<file path="config.mk">
export PLATFORM = sky130hd
export DESIGN_NAME = tree_router_rr
export DESIGN_NICKNAME = d
export VERILOG_FILES = /design/src/rtl/tree_router_rr.sv
export SDC_FILE = /design/constraint.sdc
export NUM_CORES = 1
export LEC_CHECK = 0
export ABC_AREA = 1
export CAP_MARGIN = 20
export CORE_AREA = 3 3 120 208
export DETAILED_ROUTE_END_ITERATION = 7
export DIE_AREA = 0 0 123 211
export RECOVER_POWER = 50
export SYNTH_ARGS = -nofsm -noshare
export SYNTH_HDL_FRONTEND = slang
export SYNTH_SLANG_ARGS = --single-unit
</file>
<file path="constraint.sdc">
create_clock -name clk -period 2.8 [get_ports clk]
set_clock_uncertainty 0.2 [all_clocks]
set_input_delay 0.56 -clock clk [delete_from_list [all_inputs] [get_ports clk]]
set_output_delay 0.56 -clock clk [all_outputs]
set_load 0.01 [all_outputs]
</file>
<file path="src/rtl/tree_router_rr.sv">
// tree_router_rr: one node of a tree network. Port 0 faces the parent and
// ports 1..NUM_CHILD face the children. Every input has a small FIFO.
// Every output has a round-robin arbiter over the FIFO heads and a single
// register stage. Packets whose destination cannot be reached from this
// node are discarded at the FIFO head, and each discard is counted.
module tree_router_rr #(
    parameter int                    WIDTH_packet = 14,
    parameter int                    WIDTH_addr   = 3,
    parameter int                    NUM_CHILD    = 2,
    parameter int                    DEPTH        = 2,
    parameter logic [WIDTH_addr-1:0] MASK         = 3'b110,
    parameter logic [WIDTH_addr-1:0] ADDR         = 3'b000,
    parameter int                    CSEL_LSB     = 0,
    parameter bit                    IS_ROOT      = 1'b0,
    localparam int                   NP           = NUM_CHILD + 1
) (
    input  logic                       clk,
    input  logic                       reset,
    input  logic [NP*WIDTH_packet-1:0] in_data,
    input  logic [NP-1:0]              in_valid,
    output logic [NP-1:0]              in_ready,
    output logic [NP*WIDTH_packet-1:0] out_data,
    output logic [NP-1:0]              out_valid,
    input  logic [NP-1:0]              out_ready,
    output logic [7:0]                 drop_cnt
);

    // CW: width of the child-select field. PW: width of a port index.
    // AW: width of a FIFO slot index.
    localparam int CW = $clog2(NUM_CHILD);
    localparam int PW = $clog2(NP);
    localparam int AW = $clog2(DEPTH);
    localparam logic [AW:0] FIFO_FULL_CNT = (AW+1)'(DEPTH);

    // Per-input FIFO storage and bookkeeping
    logic [WIDTH_packet-1:0] fifo_mem [NP][DEPTH];
    logic [AW-1:0]           rd_ptr   [NP];
    logic [AW-1:0]           wr_ptr   [NP];
    logic [AW:0]             fifo_cnt [NP];
    logic [NP-1:0]           fifo_full;
    logic [NP-1:0]           push;
    logic [NP-1:0]           pop;

    // Decoded view of each FIFO head
    logic [NP-1:0]           head_valid;
    logic [NP-1:0]           head_local;
    logic [NP-1:0]           head_illegal;
    logic [NP-1:0]           drop;
    logic [WIDTH_packet-1:0] head_data   [NP];
    logic [WIDTH_addr-1:0]   head_dest   [NP];
    logic [CW-1:0]           head_csel   [NP];
    logic [PW-1:0]           head_target [NP];

    // Arbitration: req[o][p] means that the head of input p wants output o
    logic [NP-1:0]           req [NP];
    logic [NP-1:0]           load_en;
    logic [NP-1:0]           grant_valid;
    logic [PW-1:0]           grant_idx [NP];
    logic [PW-1:0]           rr_ptr    [NP];

    // Output register stage
    logic [NP-1:0]           out_valid_r;
    logic [WIDTH_packet-1:0] out_data_r [NP];

    // Drop counter next value, wide enough to hold every port dropping at once
    logic [9:0]              drop_sum;

    // in_ready depends only on the FIFO fill level. This keeps out_ready off the
    // upstream handshake path. At the root, the parent input accepts
    // everything and stores none of it.
    always_comb begin
        for (int p = 0; p < NP; p++) begin
            fifo_full[p] = (fifo_cnt[p] == FIFO_FULL_CNT);
            if (IS_ROOT && p == 0) begin
                in_ready[p] = 1'b1;
                push[p]     = 1'b0;
            end else begin
                in_ready[p] = !fifo_full[p];
                push[p]     = in_valid[p] && !fifo_full[p];
            end
        end
    end

    // Decode the destination of every FIFO head into a target port and a legality flag
    always_comb begin
        for (int p = 0; p < NP; p++) begin
            head_valid[p] = (fifo_cnt[p] != '0);
            head_data[p]  = fifo_mem[p][rd_ptr[p]];
            head_dest[p]  = head_data[p][WIDTH_packet-1 -: WIDTH_addr];
            head_csel[p]  = head_dest[p][CSEL_LSB +: CW];
            head_local[p] = ((head_dest[p] & MASK) == (ADDR & MASK));
            if (head_local[p]) begin
                head_illegal[p] = (int'(head_csel[p]) >= NUM_CHILD);
                head_target[p]  = PW'(head_csel[p]) + PW'(1);
            end else begin
                head_illegal[p] = (p == 0) || IS_ROOT;
                head_target[p]  = '0;
            end
            drop[p] = head_valid[p] && head_illegal[p];
        end
    end

    // Build the request matrix. Dropped heads never request an output.
    always_comb begin
        for (int o = 0; o < NP; o++) begin
            for (int p = 0; p < NP; p++) begin
                req[o][p] = head_valid[p] && !head_illegal[p] &&
                            (head_target[p] == PW'(o));
            end
        end
    end

    // Round-robin grant per output. The search starts one past the last winner.
    // An output grants only when its register can take a new packet.
    always_comb begin : arbitrate
        int idx;
        idx = 0;
        for (int o = 0; o < NP; o++) begin
            load_en[o]     = (IS_ROOT && o == 0) ? 1'b0 : (!out_valid_r[o] || out_ready[o]);
            grant_valid[o] = 1'b0;
            grant_idx[o]   = '0;
            for (int i = 1; i <= NP; i++) begin
                idx = (int'(rr_ptr[o]) + i) % NP;
                if (load_en[o] && !grant_valid[o] && req[o][idx]) begin
                    grant_valid[o] = 1'b1;
                    grant_idx[o]   = PW'(idx);
                end
            end
        end
    end

    // An input pops when its head is dropped or when an output grants it.
    // Each head targets one output only, so an input pops at most once per cycle.
    always_comb begin
        for (int p = 0; p < NP; p++) begin
            pop[p] = drop[p];
            for (int o = 0; o < NP; o++) begin
                if (grant_valid[o] && grant_idx[o] == PW'(p)) begin
                    pop[p] = 1'b1;
                end
            end
        end
    end

    // Sum this cycle's drops into the counter, saturating at 255
    always_comb begin
        drop_sum = {2'b00, drop_cnt};
        for (int p = 0; p < NP; p++) begin
            drop_sum = drop_sum + {9'b0, drop[p]};
        end
    end

    // Update the FIFO pointers and fill counts. Reset empties every FIFO at once.
    always_ff @(posedge clk or posedge reset) begin
        if (reset) begin
            for (int p = 0; p < NP; p++) begin
                rd_ptr[p]   <= '0;
                wr_ptr[p]   <= '0;
                fifo_cnt[p] <= '0;
            end
        end else begin
            for (int p = 0; p < NP; p++) begin
                if (push[p]) begin
                    wr_ptr[p] <= wr_ptr[p] + AW'(1);
                end
                if (pop[p]) begin
                    rd_ptr[p] <= rd_ptr[p] + AW'(1);
                end
                fifo_cnt[p] <= fifo_cnt[p] + {{AW{1'b0}}, push[p]} - {{AW{1'b0}}, pop[p]};
            end
        end
    end

    // Write into FIFO storage. Its contents are don't-care while the fill count is zero.
    always_ff @(posedge clk) begin
        for (int p = 0; p < NP; p++) begin
            if (push[p]) begin
                fifo_mem[p][wr_ptr[p]] <= in_data[p*WIDTH_packet +: WIDTH_packet];
            end
        end
    end

    // Load the output registers and move the round-robin pointers. Data holds while stalled.
    always_ff @(posedge clk or posedge reset) begin
        if (reset) begin
            for (int o = 0; o < NP; o++) begin
                out_valid_r[o] <= 1'b0;
                out_data_r[o]  <= '0;
                rr_ptr[o]      <= PW'(NP - 1);
            end
        end else begin
            for (int o = 0; o < NP; o++) begin
                if (grant_valid[o]) begin
                    out_valid_r[o] <= 1'b1;
                    out_data_r[o]  <= head_data[grant_idx[o]];
                    rr_ptr[o]      <= grant_idx[o];
                end else if (out_ready[o]) begin
                    out_valid_r[o] <= 1'b0;
                end
            end
        end
    end

    // Saturating count of discarded packets
    always_ff @(posedge clk or posedge reset) begin
        if (reset) begin
            drop_cnt <= '0;
        end else if (drop_sum > 10'd255) begin
            drop_cnt <= 8'hFF;
        end else begin
            drop_cnt <= drop_sum[7:0];
        end
    end

    assign out_valid = out_valid_r;

    for (genvar o = 0; o < NP; o++) begin : g_out
        assign out_data[o*WIDTH_packet +: WIDTH_packet] = out_data_r[o];
    end

endmodule

</file>
[Word-level counts from Yosys, hierarchy flattened]
Memories as Yosys holds them, arrays and structs flattened.
Index checks and enable logic that the tools add are counted.
Word-level totals
  register bits: 71
  memory bits (writable): 84
  bits of input ports: 50
  output and inout port bits: 56
  memories: 1
Memory list
  fifo_mem: words 3, width 28, rd ports 3, clocked after memory_dff 0, wr ports 3, RTL line 36  | logic [WIDTH_packet-1:0] fifo_mem [NP][DEPTH];
Cells by class
  add/subtract/negate cells: 25
  div/mod/pow operators: 9
  magnitude comparators: 22
  equality and inequality tests: 15
  mux-type cells: 95
  bitwise operators: 9
  reduce and logical (&&, ||, !) cells: 71
Operators by type and width (number)
  32-bit by 4-bit less-than comparator with 1-bit output, second input constant: 9
  32-bit by 3-bit remainder unit with 32-bit output, second input constant: 9
  14-bit 2-to-1 mux: 18
  14-bit binary-select mux with 2-bit select: 3
  28-bit 2-to-1 mux: 3
  1-bit 2-to-1 mux: 46
  14-bit demux with 1-bit select: 3
  1-bit logical AND: 41
  2-bit 2-to-1 mux: 12
  2-bit by 2-bit adder with 3-bit output, second input constant: 6
  1-bit binary-select mux with 2-bit select: 9
  2-bit equality test, second input constant: 9
  2-bit by 1-bit equality test with 1-bit output, second input constant: 6
  2-bit greater-or-equal comparator, second input constant: 6
  1-bit zero test: 12
  2-bit zero test: 6
  1-bit inverter with 2-bit output: 6
  2-bit nonzero test: 6
  2-bit by 1-bit adder with 3-bit output, second input constant: 3
  8-bit by 1-bit adder with 9-bit output: 1
  3-bit greater-or-equal comparator, second input constant: 3
  9-bit by 8-bit greater-than comparator with 1-bit output, second input constant: 1
  3-bit zero test: 3
  2-bit inverter with 3-bit output: 3
  other kinds (7): 22

[Logic depth before layout (Yosys ltp)]
  depth after elaboration: 27
  gate-level depth with buffers: 22
  gate-level depth less buffers: 21

[Worst setup path after synthesis]
No wires, ideal clock.
  path kind: reg2reg
  start: reg rr_ptr[1] (netlist bit)
  end: reg fifo_cnt[5] (netlist bit)
  library setup time: 0.129 ns
  arrival time: 2.510 ns
  data required time: 2.471 ns
  path slack: -0.039 ns
  cell stages (with the launch flop): 17
  period minus slack after synthesis: 2.839 ns
  path through: dfstp_2 -> ha_1 -> inv_1 -> nand3_1 -> nand2_2 -> inv_1 -> nor2_2 -> nand3_2 -> nand2_4 -> nor2_8 -> nand2_1 -> nand3_2 -> ha_1 -> inv_1 -> ha_1 -> xnor2_1 -> xor2_1
Between the ends
  longest elaborated chain between the ends: 19
  elaborated cells on any way between the ends: 32
  classes of those cells: add/sub (4); div (3); mux (16); reduce/logical (9)
Ends and longest elaborated chain
  from (decl): RTL line 59  | logic [PW-1:0] rr_ptr [NP];
  from (signal, indexed assignment): RTL line 189  | rr_ptr[o] <= PW'(NP - 1);
  from (signal, indexed assignment): RTL line 196  | rr_ptr[o] <= grant_idx[o];
  2-bit by 1-bit adder with 3-bit output: RTL line 123  | idx = (int'(rr_ptr[o]) + i) % NP;
  32-bit by 3-bit remainder unit with 32-bit output: RTL line 123
  1-bit binary-select mux with 2-bit select: RTL line 124  | if (load_en[o] && !grant_valid[o] && req[o][idx]) begin
  1-bit 2-to-1 mux (implied by the code) (2 in a row): RTL line 124
  1-bit logical AND: RTL line 124
  1-bit 2-to-1 mux: RTL line 124
  1-bit zero test: RTL line 124
  1-bit logical AND (2 in a row): RTL line 124
  1-bit 2-to-1 mux: RTL line 124
  1-bit zero test: RTL line 124
  1-bit logical AND (2 in a row): RTL line 124
  2-bit 2-to-1 mux: RTL line 124
  2-bit zero test: RTL line 138  | if (grant_valid[o] && grant_idx[o] == PW'(p)) begin
  1-bit logical AND (*): RTL line 138
  1-bit 2-to-1 mux (*): RTL line 138
  2-bit by 1-bit subtractor with 2-bit output (*): RTL line 169  | fifo_cnt[p] <= fifo_cnt[p] + {{AW{1'b0}}, push[p]} - {{AW{1'b0}}, pop[p]};
  to (signal, indexed assignment): RTL line 169
  to (decl): RTL line 39  | logic [AW:0] fifo_cnt [NP];
Every way passes the cells marked *; elsewhere a longest branch is shown, timed or not. The select of a mux whose other input is x is not followed.
A chain may end at the register's enable or synchronous reset.

[Final worst setup path]
  start: reg rd_ptr[0] (netlist bit)
  end: reg fifo_cnt[5] (netlist bit)
Between the ends
  longest elaborated chain between the ends: 27
  elaborated cells on any way between the ends: 89
  classes of those cells: add/sub (2); eq/ne (2); mux (52); bitwise (1); reduce/logical (32)
Ends and longest elaborated chain
  from (decl): RTL line 37  | logic [AW-1:0] rd_ptr [NP];
  from (signal, indexed assignment): RTL line 167  | rd_ptr[p] <= rd_ptr[p] + AW'(1);
  1-bit inverter with 2-bit output (implied by the code) (*): RTL line 88  | head_data[p] = fifo_mem[p][rd_ptr[p]];
  14-bit 2-to-1 mux (implied by the code) (*) (3 in a row): RTL line 88
  1-bit by 1-bit adder with 2-bit output / 3-bit zero test (equally long branches): RTL line 94, 91
  2-bit 2-to-1 mux (*): RTL line 92  | if (head_local[p]) begin
  2-bit zero test: RTL line 108  | (head_target[p] == PW'(o));
  1-bit logical AND: RTL line 107  | req[o][p] = head_valid[p] && !head_illegal[p] &&
  1-bit binary-select mux with 2-bit select: RTL line 124
  1-bit 2-to-1 mux (implied by the code) (2 in a row): RTL line 124
  [6 not listed]
  1-bit zero test: RTL line 124
  1-bit logical AND (2 in a row): RTL line 124
  2-bit 2-to-1 mux: RTL line 124
  2-bit zero test: RTL line 138
  1-bit logical AND: RTL line 138
  1-bit 2-to-1 mux (2 in a row): RTL line 138
  1-bit 2-to-1 mux (*): RTL line 138
  2-bit by 1-bit subtractor with 2-bit output (*): RTL line 169
Marked as above.

==> run metrics <==
status finished with violations; failing checks max-capacitance violations, max-slew violations, negative setup slack; Die Area 25,950 sq um; Routed wire per std cell around 16 um; Fillers ~2,300; complex-gate fraction of the synthesized area under 10%; DR iter-0 viols 280; hold endpoint out_data[39]; post-synthesis mux area share 0%; Starting Density about a third; post-route setup slack -0.1204 ns; GRT Overall Usage 16.61%; synth warn 0; CP max stage delay between 0.4 and 0.5 ns; Top cell by count, worst path nand2_4; CTS tree yes; first-pass GRT wire length roughly 32,000 um; Seq/Total Area, Yosys 57.93%; post-DP HPWL ~16,000 um; largest net degree at the start of global routing 72; Worst path slowest cell dfrtp_2; CTS root buf clkbuf_16; Min-Delay Path Depth 1; Placer Congestion 0.8918; R2R setup slack -0.12 ns; Hold Path Class reg2reg; CTS max path bufs 2; worst path cell trace inv_4 -> nand2_4 -> nand2_4 -> nor2_4 -> nand2_2 -> nor2_4 -> nand2_2 -> nand2_4 -> nand2_4 -> nand3_4 -> nor2_4 -> nor2_4 -> nor2_8 -> nand2_4 -> nand3_4 -> ha_4 -> inv_2 -> ha_4 -> xnor2_2 -> xor2_1; Syn Area/Cell 9.203 sq um; syn nets 871; fin crit period 2.920 ns; WP data arrival 3.02 ns; fin crit share 104.3%; slew margin rel. -22.10%; drt pass-1 iters 6; kind of critical path reg2reg; final wirelength 20,950 um; critical path peak fanout 5; RSZ-0062 raised after global routing true; initial antenna violation count 0; IO buf count 105; flops & latches, synth 155; RR Startpoint rd_ptr[0]; largest family of logic cells by synthesized area simple AND/OR/NAND/NOR gates; WP buf/inv 2; share of cells above drive strength 1 20.81%; final hold vios 0; Clock transition at path regs 0.06 ns; die height between 200 and 250 um; Max Cap Violations 1; CTS sink cnt 155; # hold bufs at CTS 0; antenna cells 0; Synth Area in Simple Gates 27.61%; Slew Viols, Final 72; core footprint 23,430 sq um; Congestion Overflow GR 0; Inserted Clock Buffers 17; Final #Nets 1,060; final setup fails 5; kind of cell adding the most delay to the critical path simple AND/OR/NAND/NOR gates; Worst R2R End fifo_cnt[5]; Via density 4.604; Netlist cell types 40; CP Capture Type flip-flop; XOR/XNOR Fraction of Synth Area 1.179%; Max Clk Rate 0.3424 GHz; via count a little over 6,000; die width 123 um; WP data required 2.90 ns; min-delay src out_data[39]; H-tree depth 4; # IOs 106; critical path startpoint category flip-flop; area grow syn2layout 37.97%; Syn Inst Count 807; Residual DRC 0; Clock Latency Late Sink 0.42 ns; DP Worst Slack -0.3541 ns; reg2reg path depth 20; Cell Area, Synth 7427 sq um; Synth Area in Adders 2.358%; Worst-Margin Slew around 1.8 ns; number of antenna-violating nets in the routed design 0; vias in the first global route 6,075; row cnt 74
==> metal layers <==
layer	routed length [um]	global-route usage, %
met1	7933	18.81
met2	11320	29.59
met3	874	3.108
met4	821	7.992
met5	0	0
==> worst reg2reg max path, cell delays in order (launching register included) <==
cell and delay (ns):
dfrtp_2 0.45, inv_4 0.08, nand2_4 0.07, nand2_4 0.06, nor2_4 0.22, nand2_2 0.11, nor2_4 0.14, nand2_2 0.09
nand2_4 0.08, nand2_4 0.08, nand3_4 0.09, nor2_4 0.05, nor2_4 0.15, nor2_8 0.05, nand2_4 0.06, nand3_4 0.08
ha_4 0.28, inv_2 0.04, ha_4 0.15, xnor2_2 0.13, xor2_1 0.15
==> cells in the final DEF (no fill, tap or decap), types with 5 or more instances in the layout <==
| cell | n |
|---|---|
| nand2_1 | 274 |
| edfxtp_1 | 84 |
| buf_4 | 76 |
| inv_1 | 72 |
| dfrtp_1 | 65 |
| clkdlybuf4s50_1 | 63 |
| nand3_1 | 55 |
| dlygate4sd3_1 | 42 |
| nor2_1 | 41 |
| o21ai_0 | 22 |
| nand2_2 | 20 |
| nand4_1 | 20 |
| a21oi_1 | 17 |
| clkbuf_16 | 17 |
| or2_2 | 12 |
| inv_2 | 11 |
| nand2_4 | 9 |
| nor2_4 | 9 |
| ha_1 | 9 |
| clkbuf_1 | 7 |
| nand3_2 | 6 |
| o211ai_1 | 6 |
| xor2_1 | 5 |
==> cells by family (layout without fill, tap and decap cells) <==
family,count (synthesis),count (layout)
AO/OA/AOI/OAI,56,56
XOR/XNOR,10,10
adder cells (fa/ha/maj),14,14
buffers and inverters,112,314
flip-flops,155,155
AND/OR/NAND/NOR,460,460
==> cell usage after synthesis, drive strengths merged <==
cell    count  area share (%)
or2        14             1.2
nor3        1           0.067
and3        1           0.084
nand2     303              16
a21oi      18             1.3
xnor2       5            0.59
o31ai       1            0.10
nand3b      1            0.10
o21ai      30             2.2
nor2       53             3.6
clkbuf      7            0.37
nand4      21             1.9
and2        1           0.084
buf        16             1.7
nand3      65             4.6
clkinv      1           0.067
dfstp       3             1.1
xor2        5            0.59
inv        88             4.5
ha         14             2.4
o211ai      6            0.61
o221ai      1            0.12
edfxtp     84              34
dfrtp      68              23
==> per-stage QoR <==
stage	cells	instance area, sq um	util (%)	setup TNS [ns]	hold slack, ns
global route	1313	10250	43.75	-1.707	0.2969
CTS	1309	10130	43.24	-0.3070	0.2683
global placement	1268	9305	39.72	-1.166	0.2497
detailed placement	1268	9305	39.72	-1.410	0.2518
floorplan	807	7440	-	0	0.2514
finish	1313	10250	43.75	-0.4049	0.2653
==> worst max path at each step <==
stage / end / startpoint / depth (start not counted)
2_1_floorplan: fifo_cnt[5] / fifo_cnt[3] / 17
3_3_place_gp: fifo_cnt[5] / rd_ptr[0] / 19
3_5_place_dp: fifo_cnt[5] / rd_ptr[0] / 19
4_1_cts: fifo_cnt[5] / rd_ptr[0] / 20
5_1_grt: fifo_cnt[5] / rd_ptr[2] / 19
6_report: fifo_cnt[5] / rd_ptr[0] / 20
==> state kept, by name, indices dropped and copies added, names as in the netlist <==
name and flops:
wr_ptr 3, drop_cnt 8, out_valid 3, out_data 42, rr_ptr 6, fifo_mem 84, rd_ptr 3, fifo_cnt 6
==> layout make-up <==
class / instances / area, sq um / area share [%]
Tap cell: 304 / 380.4 / 3.712
Inverter: 89 / 347.8 / 3.394
Multi-Input combinational cell: 540 / 2865 / 27.96
Clock inverter: 13 / 188.9 / 1.844
Timing Repair Buffer: 193 / 1725 / 16.84
Clock buffer: 19 / 432.9 / 4.225
Sequential cell: 155 / 4307 / 42.03
==> what timing repair did <==
action                                  in CTS  in global routing
resized for setup                           32                 34
pin swaps                                   22                 22
buffers inserted                             9                  4
endpoints found under the setup margin       6                 24
Power is not shown: default switching activity piles up to over one toggle a cycle in this logic, so the estimate is an artifact.
